===== config.mk =====
export PLATFORM = sky130hd
export DESIGN_NAME = voice_fifo_sched
export DESIGN_NICKNAME = d
export VERILOG_FILES = /design/src/rtl/voice_pkg.sv /design/src/rtl/voice_rr_arb2.sv /design/src/rtl/voice_fifo_sched.sv
export SDC_FILE = /design/constraint.sdc
export NUM_CORES = 1
export LEC_CHECK = 0
export ABC_AREA = 1
export CAP_MARGIN = 20
export CORE_MARGIN = 2
export CORE_UTILIZATION = 38
export DETAILED_ROUTE_END_ITERATION = 8
export PLACE_DENSITY = 0.81
export RECOVER_POWER = 50
export SETUP_SLACK_MARGIN = 0.2
export SLEW_MARGIN = 20
export SYNTH_ARGS = -nofsm -noshare
export SYNTH_HDL_FRONTEND = slang
export SYNTH_SLANG_ARGS = --single-unit

===== constraint.sdc =====
create_clock -name i_clk -period 1.3 [get_ports i_clk]
set_input_delay 0.26 -clock i_clk [delete_from_list [all_inputs] [get_ports i_clk]]
set_output_delay 0.26 -clock i_clk [all_outputs]
set_load 0.01 [all_outputs]

===== src/rtl/voice_pkg.sv =====
// Shared definitions for the voice FIFO scheduler: read-sequencer state encoding,
// default sizing constants and a counter-width helper.
package voice_pkg;

  localparam int DATA_WIDTH_DEF = 16;
  localparam int WAVE_SIZE_DEF  = 16;
  localparam int TIMEOUT_DEF    = 1023;
  localparam int MAX_RETRY_DEF  = 3;

  typedef enum logic [7:0] {
    ST_IDLE  = 8'h01,
    ST_REQ   = 8'h02,
    ST_WAIT  = 8'h04,
    ST_CHECK = 8'h08,
    ST_RETRY = 8'h10
  } rd_state_t;

  // Bits needed to hold values 0..max_val.
  function automatic int cnt_width(input int max_val);
    if (max_val < 1) return 1;
    return $clog2(max_val + 1);
  endfunction

endpackage


===== src/rtl/voice_rr_arb2.sv =====
// Two-way round-robin arbiter; history moves only when a grant is actually accepted,
// so a stall on full leaves the rotation where it was.
module voice_rr_arb2
  import voice_pkg::*;
(
  input  logic       i_clk,
  input  logic       i_rst,
  input  logic [1:0] i_valid,
  input  logic       i_full,
  output logic [1:0] o_grant,
  output logic [1:0] o_ready
);

  logic last_q;  // 1 = channel 1 was granted most recently

  always_comb begin
    o_grant    = 2'b00;
    o_grant[0] = i_valid[0] & (~i_valid[1] | last_q);
    o_grant[1] = i_valid[1] & ~o_grant[0];
    o_ready    = o_grant & {2{~i_full}};
  end

  always_ff @(posedge i_clk) begin
    if (i_rst) begin
      last_q <= 1'b1;
    end else if (o_ready[0]) begin
      last_q <= 1'b0;
    end else if (o_ready[1]) begin
      last_q <= 1'b1;
    end
  end

endmodule


===== src/rtl/voice_fifo_sched.sv =====
// Voice SDRAM FIFO front end: round-robin write arbitration for two capture channels
// and a retrying wave-read sequencer feeding the playback stream.
//
// state | meaning
// IDLE  | waiting for a playback request
// REQ   | read request asserted, no word seen yet
// WAIT  | words streaming, waiting for done
// CHECK | one cycle: report ok/err on the collected word count
// RETRY | one cycle: restart the attempt or report failure
module voice_fifo_sched
  import voice_pkg::*;
#(
  parameter int DATA_WIDTH = DATA_WIDTH_DEF,
  parameter int WAVE_SIZE  = WAVE_SIZE_DEF,
  parameter int TIMEOUT    = TIMEOUT_DEF,
  parameter int MAX_RETRY  = MAX_RETRY_DEF
) (
  input  logic                  i_clk,
  input  logic                  i_rst,
  input  logic                  i_ch0_valid,
  input  logic [DATA_WIDTH-1:0] i_ch0_data,
  output logic                  o_ch0_ready,
  input  logic                  i_ch1_valid,
  input  logic [DATA_WIDTH-1:0] i_ch1_data,
  output logic                  o_ch1_ready,
  output logic                  o_fifo_wr,
  output logic [DATA_WIDTH-1:0] o_fifo_wr_data,
  input  logic                  i_fifo_full,
  output logic                  o_fifo_rd,
  input  logic [DATA_WIDTH-1:0] i_fifo_rd_data,
  input  logic                  i_fifo_rd_ef,
  input  logic                  i_fifo_rd_done,
  input  logic                  i_fifo_rd_fail,
  input  logic                  i_play_req,
  output logic                  o_play_valid,
  output logic [DATA_WIDTH-1:0] o_play_data,
  output logic                  o_busy,
  output logic                  o_wave_ok,
  output logic                  o_wave_err,
  output logic                  o_wave_fail
);

  localparam int TW = cnt_width(TIMEOUT);
  localparam int WW = cnt_width(WAVE_SIZE + 1);
  localparam int RW = cnt_width(MAX_RETRY);

  logic [1:0] grant;
  logic [1:0] ready;

  voice_rr_arb2 u_arb (
    .i_clk   (i_clk),
    .i_rst   (i_rst),
    .i_valid ({i_ch1_valid, i_ch0_valid}),
    .i_full  (i_fifo_full),
    .o_grant (grant),
    .o_ready (ready)
  );

  always_comb begin
    o_ch0_ready    = ready[0];
    o_ch1_ready    = ready[1];
    o_fifo_wr      = |ready;
    o_fifo_wr_data = '0;
    if (grant[1])      o_fifo_wr_data = i_ch1_data;
    else if (grant[0]) o_fifo_wr_data = i_ch0_data;
  end

  rd_state_t             state_q, state_d;
  logic [TW-1:0]         tmo_q;
  logic [WW-1:0]         wcnt_q;
  logic [RW-1:0]         retry_q;
  logic                  play_valid_q;
  logic [DATA_WIDTH-1:0] play_data_q;
  logic                  tmo_hit;
  logic                  retry_left;

  assign tmo_hit    = (tmo_q == TW'(TIMEOUT));
  assign retry_left = (retry_q < RW'(MAX_RETRY));

  always_comb begin
    state_d     = state_q;
    o_fifo_rd   = 1'b0;
    o_busy      = (state_q != ST_IDLE);
    o_wave_ok   = 1'b0;
    o_wave_err  = 1'b0;
    o_wave_fail = 1'b0;
    unique case (state_q)
      ST_IDLE: begin
        if (i_play_req) state_d = ST_REQ;
      end
      ST_REQ: begin
        o_fifo_rd = 1'b1;
        if (i_fifo_rd_fail || tmo_hit) state_d = ST_RETRY;
        else if (i_fifo_rd_done)       state_d = ST_CHECK;
        else if (i_fifo_rd_ef)         state_d = ST_WAIT;
      end
      ST_WAIT: begin
        if (i_fifo_rd_fail || tmo_hit) state_d = ST_RETRY;
        else if (i_fifo_rd_done)       state_d = ST_CHECK;
      end
      ST_CHECK: begin
        o_wave_ok  = (wcnt_q == WW'(WAVE_SIZE));
        o_wave_err = (wcnt_q != WW'(WAVE_SIZE));
        state_d    = ST_IDLE;
      end
      ST_RETRY: begin
        o_wave_fail = ~retry_left;
        state_d     = retry_left ? ST_REQ : ST_IDLE;
      end
      default: state_d = ST_IDLE;
    endcase
  end

  always_ff @(posedge i_clk) begin
    if (i_rst) begin
      state_q      <= ST_IDLE;
      tmo_q        <= '0;
      wcnt_q       <= '0;
      retry_q      <= '0;
      play_valid_q <= 1'b0;
      play_data_q  <= '0;
    end else begin
      state_q      <= state_d;
      play_valid_q <= 1'b0;
      unique case (state_q)
        ST_IDLE: begin
          if (i_play_req) begin
            retry_q <= '0;
            tmo_q   <= '0;
            wcnt_q  <= '0;
          end
        end
        ST_REQ, ST_WAIT: begin
          tmo_q <= tmo_q + 1'b1;
          // Words past WAVE_SIZE are counted (for the err verdict) but not streamed.
          if (i_fifo_rd_ef) begin
            if (wcnt_q < WW'(WAVE_SIZE)) begin
              play_valid_q <= 1'b1;
              play_data_q  <= i_fifo_rd_data;
            end
            if (wcnt_q != WW'(WAVE_SIZE + 1)) wcnt_q <= wcnt_q + 1'b1;
          end
        end
        ST_RETRY: begin
          if (retry_left) begin
            retry_q <= retry_q + 1'b1;
            tmo_q   <= '0;
            wcnt_q  <= '0;
          end
        end
        default: ;
      endcase
    end
  end

  assign o_play_valid = play_valid_q;
  assign o_play_data  = play_data_q;

endmodule


* Word-level counts from Yosys, hierarchy flattened *
Index checks and enable logic that the tools add are counted.

word-level totals
  register bits after elaboration = 43
  input port bits = 57
  output and inout port bits = 41
  logic and storage cells = 78

cells by class
  $add $sub $neg = 3
  order comparisons = 2
  eq/ne operators = 16
  multiplexer cells = 28
  bitwise logic cells = 10
  reductions and logical operators = 12

operator list
  operator               number
  $mux 8                 6
  $mux 16                2
  $pmux 8 s4             1
  $pmux 10 s3            1
  $mux 10                2
  $mux 5                 4
  $pmux 5 s3             1
  $reduce_and 3->1       4
  $add 10x1->10 const B  1
  $eq 10x10->1 const B   1
  $ne 5x5->1 const B     2
  $eq 8x1->1 const B     1
  $eq 8x2->1 const B     1
  $eq 8x3->1 const B     1
  $eq 8x4->1 const B     1
  $eq 8x5->1 const B     1
  $ne 2x2->1 const B     4
  $ne 8x1->1 const B     1
  $mux 1                 7
  $mux 2                 3
  $not 1->1              6
  $add 5x1->5 const B    1
  $eq 5x5->1 const B     1
  $lt 5x5->1 const B     1
  14 further kinds       17

* Longest topological paths before layout *
Gate-level depths: netlist (run 1).

  word-level depth = 8
  depth in mapped cells = 9
  mapped depth without buffers = 9

* By module *
A second synthesis (run 1) with hierarchy kept.

second synthesis, totals
  cells, all modules = 334
  area total of the unflattened synthesis = 2223.4 um2

modules (own cells, without submodules)
  module            times used  cells each  area an instance (um2)  seq. area each (um2)
  voice_fifo_sched  1           320         2129.5                  780.7
  voice_rr_arb2     1           14          93.8                    20.0

* Least setup slack after synthesis (run 1) *
OpenSTA, ideal clock, no wires.

  path kind = reg2reg
  start = register state_q[0]
  end = register tmo_q[9]
  setup time = 132 ps
  arrival time = 1262 ps
  required time = 1168 ps
  path slack = -94 ps
  stages on the path, launching flop included = 9
  buffers on the path = 0
  period minus slack after synthesis = 1394 ps
  cells stage by stage = dfxtp_1 > nor2_2 > nand3_1 > nand2_1 > nor2_1 > nor2_4 > clkinv_1 > nand2_1 > a21oi_1

between the ends
  longest elaborated chain between the ends = 4
  elaborated cells between the ends (all ways) = 10
  those cells by class = eq/ne (6); mux (1); reduce/logical (3)

ends and longest elaborated chain
  what                                      RTL line                 text
  from (decl)                               voice_fifo_sched.sv:68   rd_state_t state_q, state_d;
  from (signal assigned)                    voice_fifo_sched.sv:123  state_q <= state_d;
  $eq 8x2->1 or $eq 8x3->1 (tied branches)  voice_fifo_sched.sv:125  unique case (state_q)
  $reduce_or 2->1                           voice_fifo_sched.sv:125
  $reduce_bool 3->1 (no line)               -
  $reduce_and 3->1 (no line)                -
  to (signal assigned)                      voice_fifo_sched.sv:134  tmo_q <= tmo_q + 1'b1;
  to (decl)                                 voice_fifo_sched.sv:69   logic [TW-1:0] tmo_q;

Several ways; a longest one is shown, not always the timed one.
A chain may end at the register's enable or synchronous reset.

* Final worst setup path (run 1) *
  start = register state_q[3]
  end = register tmo_q[5]

Same word-level chain as after synthesis.

==> results.md, run 1 <==
* Run status: finished, violations left
* Failing checks: setup timing
* Fill count at 328
* Flop2flop setup slack at -390 ps
* Synth cell types at 31
* Combinational power share at 58.2%
* Post-synthesis compound-gate area fraction at 15.1%
* Die height at 80.0 µm
* Initial antenna violation count at 0
* Relative slew margins at 79.0%
* Multi-input combinational cell area at 1740 µm²
* Final core occ at 81.5%
* RSZ-0062 raised after global routing: true
* VDD IR-drop max at 1190 µV
* Commonest non-fill, non-tap cells in the layout: 54 x clkdlybuf4s50_1, 45 x nor2_1, 33 x inv_1
* Synth Area in XOR/XNOR at 2.40%
* Skew final at 5.58 ps
* Wire per inst at 16.9 µm
* First-pass GRT wire length at 12900 µm
* EDFF count, synth at 0
* Crit path DAT at 1870 ps
* Hold Path Class: reg2reg
* H-tree depth at 2
* Reg-to-reg critical path endpoint: tmo_q[5]$_SDFFE_PP0P_
* Largest net degree at the start of global routing at 20
* Final setup viols at 63
* Psw at 2.53 mW
* DPL Wire Length at 5350 µm
* Ratio of cells with drive above 1 in the final layout at 52.7%
* Ys Warns at 0
* Cell count after synthesis at 331
* Worst Path Required at 1480 ps
* Internal power at 3.69 mW
* Leakage Power at 1.98 nW
* Post-synthesis sequential area ratio at 36.5%
* Cell Pwr Density at 1380 nW/µm²
* Drt drc at 0
* DIE WIDTH at 80.0 µm
* Clock Root Buffer: clkbuf_8
* Clk pwr share at 17.4%
* # rows at 27
* Sequential power share at 24.5%
* MaxCap Viol Count at 0
* Register area at 840 µm²
* Final min period at 1690 ps
* Core ar. at 5540 µm²
* Simple-gate share of the synthesized area at 33.1%
* ANT nets after route at 0
* # clock sinks at 40
* Setup crit end: tmo_q[5]$_SDFFE_PP0P_
* Drt first pass iters at 5
* Crit path launch: state_q[3]$_SDFFE_PP0P_
* GRT Total Usage at 25.7%
* Num CTS Buffers at 5
* Crit path top cell by count: buf_6
* Total routed wirelength at 9570 µm
* Synth Flop Type: dfxtp_1
* Die Area at 6390 µm²
* Num ports at 98
* Slowest stage delay, CP at 380 ps
* Sw Ratio at 40.7%
* Adder-cell share of the synthesized area at 2.85%
* Setup crit start kind: flip-flop
* Area grow syn2layout at 106%
* Clock Pin Slew Worst Setup and Hold Paths at 80 ps
* CTS Hold Bufs at 0
* Nets at 554
* Placer Congestion at 0.826
* Pwr Total at 6.22 mW
* Largest family of logic cells by synthesized area: simple AND/OR/NAND/NOR gates
* Clock Tree Buf Depth at 2
* Reg2reg path depth at 11
* Worst setup EP type: flip-flop
* Worst-Skew Late Latency at 290 ps
* Number of DRC markers in iteration 0 at 115
* Synth Register Bits at 40
* IO Port Bufs at 97
* Vias at 2921
* Synth async-reset ratio at 0%
* Final hold violations at 0
* Critical path peak fanout at 6
* Synthesized area at 2190 µm²
* Final setup margin at -387 ps
* Crit path cell chain: nor2_4 -> buf_6 -> buf_6 -> nand4_1 -> buf_4 -> nand2_4 -> nor2_4 -> buf_6 -> inv_8 -> nand2_2 -> a21oi_2
* Final period util at 130%
* Net Count, Synth at 393
* Fmax at 593 MHz
* Gr ovfl total at 0
* TNS Setup at -19880 ps
* Area leader, netlist: dfxtp_1
* Worst R2R Start: state_q[3]$_SDFFE_PP0P_
* Top cell type's share of synthesized area at 36.5%
* Commonest non-fill, non-tap cell in the layout: clkdlybuf4s50_1
* Slew @ Worst Pin at 315 ps
* Vias in the first global route at 2873
* Crit-path slowest cell: dfxtp_4
* ANT cells at 0
* Initial Util at 39.6%
* Avg Inst Size Synth at 6.62 µm²
* CTS tree: built
* Final Slew Violations at 0
* CP Class: reg2reg
* Mux cell area share after synthesis at 0%
* DR vias/cell at 5.17
* Ranking of synthesized cells by area: dfxtp_1 37%, nand2_1 11%, nor2_1 9.1%, inv_1 7.2%, o21ai_0 5.9%
routing by layer:
| layer | wire (µm) | part of all wire, % | vias to the layer above | track usage [%] |
|---|---|---|---|---|
| met5 | 0 | 0 | - | 0 |
| met4 | 309 | 3.2 | 0 | 9.32 |
| met3 | 654 | 6.8 | 35 | 6.33 |
| met2 | 5190 | 54 | 140 | 49.8 |
| met1 | 3420 | 36 | 1358 | 26.2 |
| li1 | - | - | 1388 | - |
registers in the layout, indices dropped and copies added (netlist names):
signal,flops
retry_q,2
u_arb.last_q,1
tmo_q,10
wcnt_q,5
o_play_data,16
state_q,5
o_play_valid,1
cell families after synthesis:
family | Yosys count
XOR/XNOR | 6
AND/OR/NAND/NOR | 164
buffers and inverters | 55
AO/OA/AOI/OAI | 61
flip-flops | 40
adder cells (fa/ha/maj) | 5
timing repair:
action	in CTS	in global routing
gates cloned	3	0
endpoints found under the hold margin	0	0
endpoints found under the setup margin	81	64
setup buffers	10	10
pin swaps	21	25
resized for setup	283	63
final cells by class:
type | instances | area share, %
Multi-Input combinational cell | 236 | 38.6
Sequential cell | 40 | 18.6
Inverter | 45 | 4.35
Tap cell | 72 | 2.00
Timing Repair inverter | 1 | 0.249
Clock inverter | 2 | 0.859
Timing Repair Buffer | 163 | 33.5
Clock buffer | 6 | 1.83
worst min path at each step:
stage                                      start                      endpoint  slack, ps  cells after the start
floorplan                      i_fifo_rd_data[0]   o_play_data[0]$_SDFFE_PP0P_        410                      2
detailed placement  o_play_data[14]$_SDFFE_PP0P_  o_play_data[14]$_SDFFE_PP0P_        470                      2
CTS                  o_play_data[6]$_SDFFE_PP0P_   o_play_data[6]$_SDFFE_PP0P_        480                      2
finish               o_play_data[6]$_SDFFE_PP0P_   o_play_data[6]$_SDFFE_PP0P_        480                      2
global route         o_play_data[3]$_SDFFE_PP0P_   o_play_data[3]$_SDFFE_PP0P_        500                      2
global placement    o_play_data[14]$_SDFFE_PP0P_  o_play_data[14]$_SDFFE_PP0P_        460                      2
synth_stat cells (2+ instances only):
| cell | number |
|---|---|
| nand2_1 | 65 |
| nor2_1 | 53 |
| inv_1 | 42 |
| dfxtp_1 | 40 |
| o21ai_0 | 26 |
| nand3_1 | 22 |
| a21oi_1 | 20 |
| nand4_1 | 9 |
| o21ai_1 | 9 |
| clkbuf_1 | 7 |
| ha_1 | 5 |
| xor2_1 | 5 |
| nor3_1 | 3 |
| a31o_2 | 2 |
| clkinv_1 | 2 |
| nand2_2 | 2 |
| nor2_2 | 2 |
| nor2_4 | 2 |
| o211ai_1 | 2 |
| or2_2 | 2 |
power groups by stage:
stage	Sequential [mW]	Clock [mW]	Combinational (mW)
after detailed placement	1.51	0	2.30
after floorplan	1.56	0	1.22
after CTS	1.51	1.08	2.89
after global placement	1.51	0	2.26
after global routing	1.54	1.14	3.81
final	1.52	1.08	3.62
worst max-delay path, delay by kind of cell, from the launching register on:
kind            cells  cell delay, ps
flops               1             380
buf+inv             5             570
compound gates      1              50
simple gates        5             560
through the flow:
step	cells	setup slack (ps)	instance area, µm²	hold WS (ps)
after floorplan	331	11.8	2450	406
after global placement	534	-907	3760	463
after detailed placement	534	-949	3760	474
after CTS	555	-339	4220	482
after global routing	565	-428	4510	501
final	565	-387	4510	481
No activity file was read; power rests on OpenSTA's default activity.
==> run 2: changes to the inputs <==
--- a/config.mk
+++ b/config.mk
@@ -9,6 +9,7 @@
 export CAP_MARGIN = 20
 export CORE_MARGIN = 2
 export CORE_UTILIZATION = 38
+export CTS_CLUSTER_DIAMETER = 80
 export DETAILED_ROUTE_END_ITERATION = 8
 export PLACE_DENSITY = 0.81
 export RECOVER_POWER = 50
==> results of run 2 <==
Final layout, timing and power as in run 1 (identical DEF).
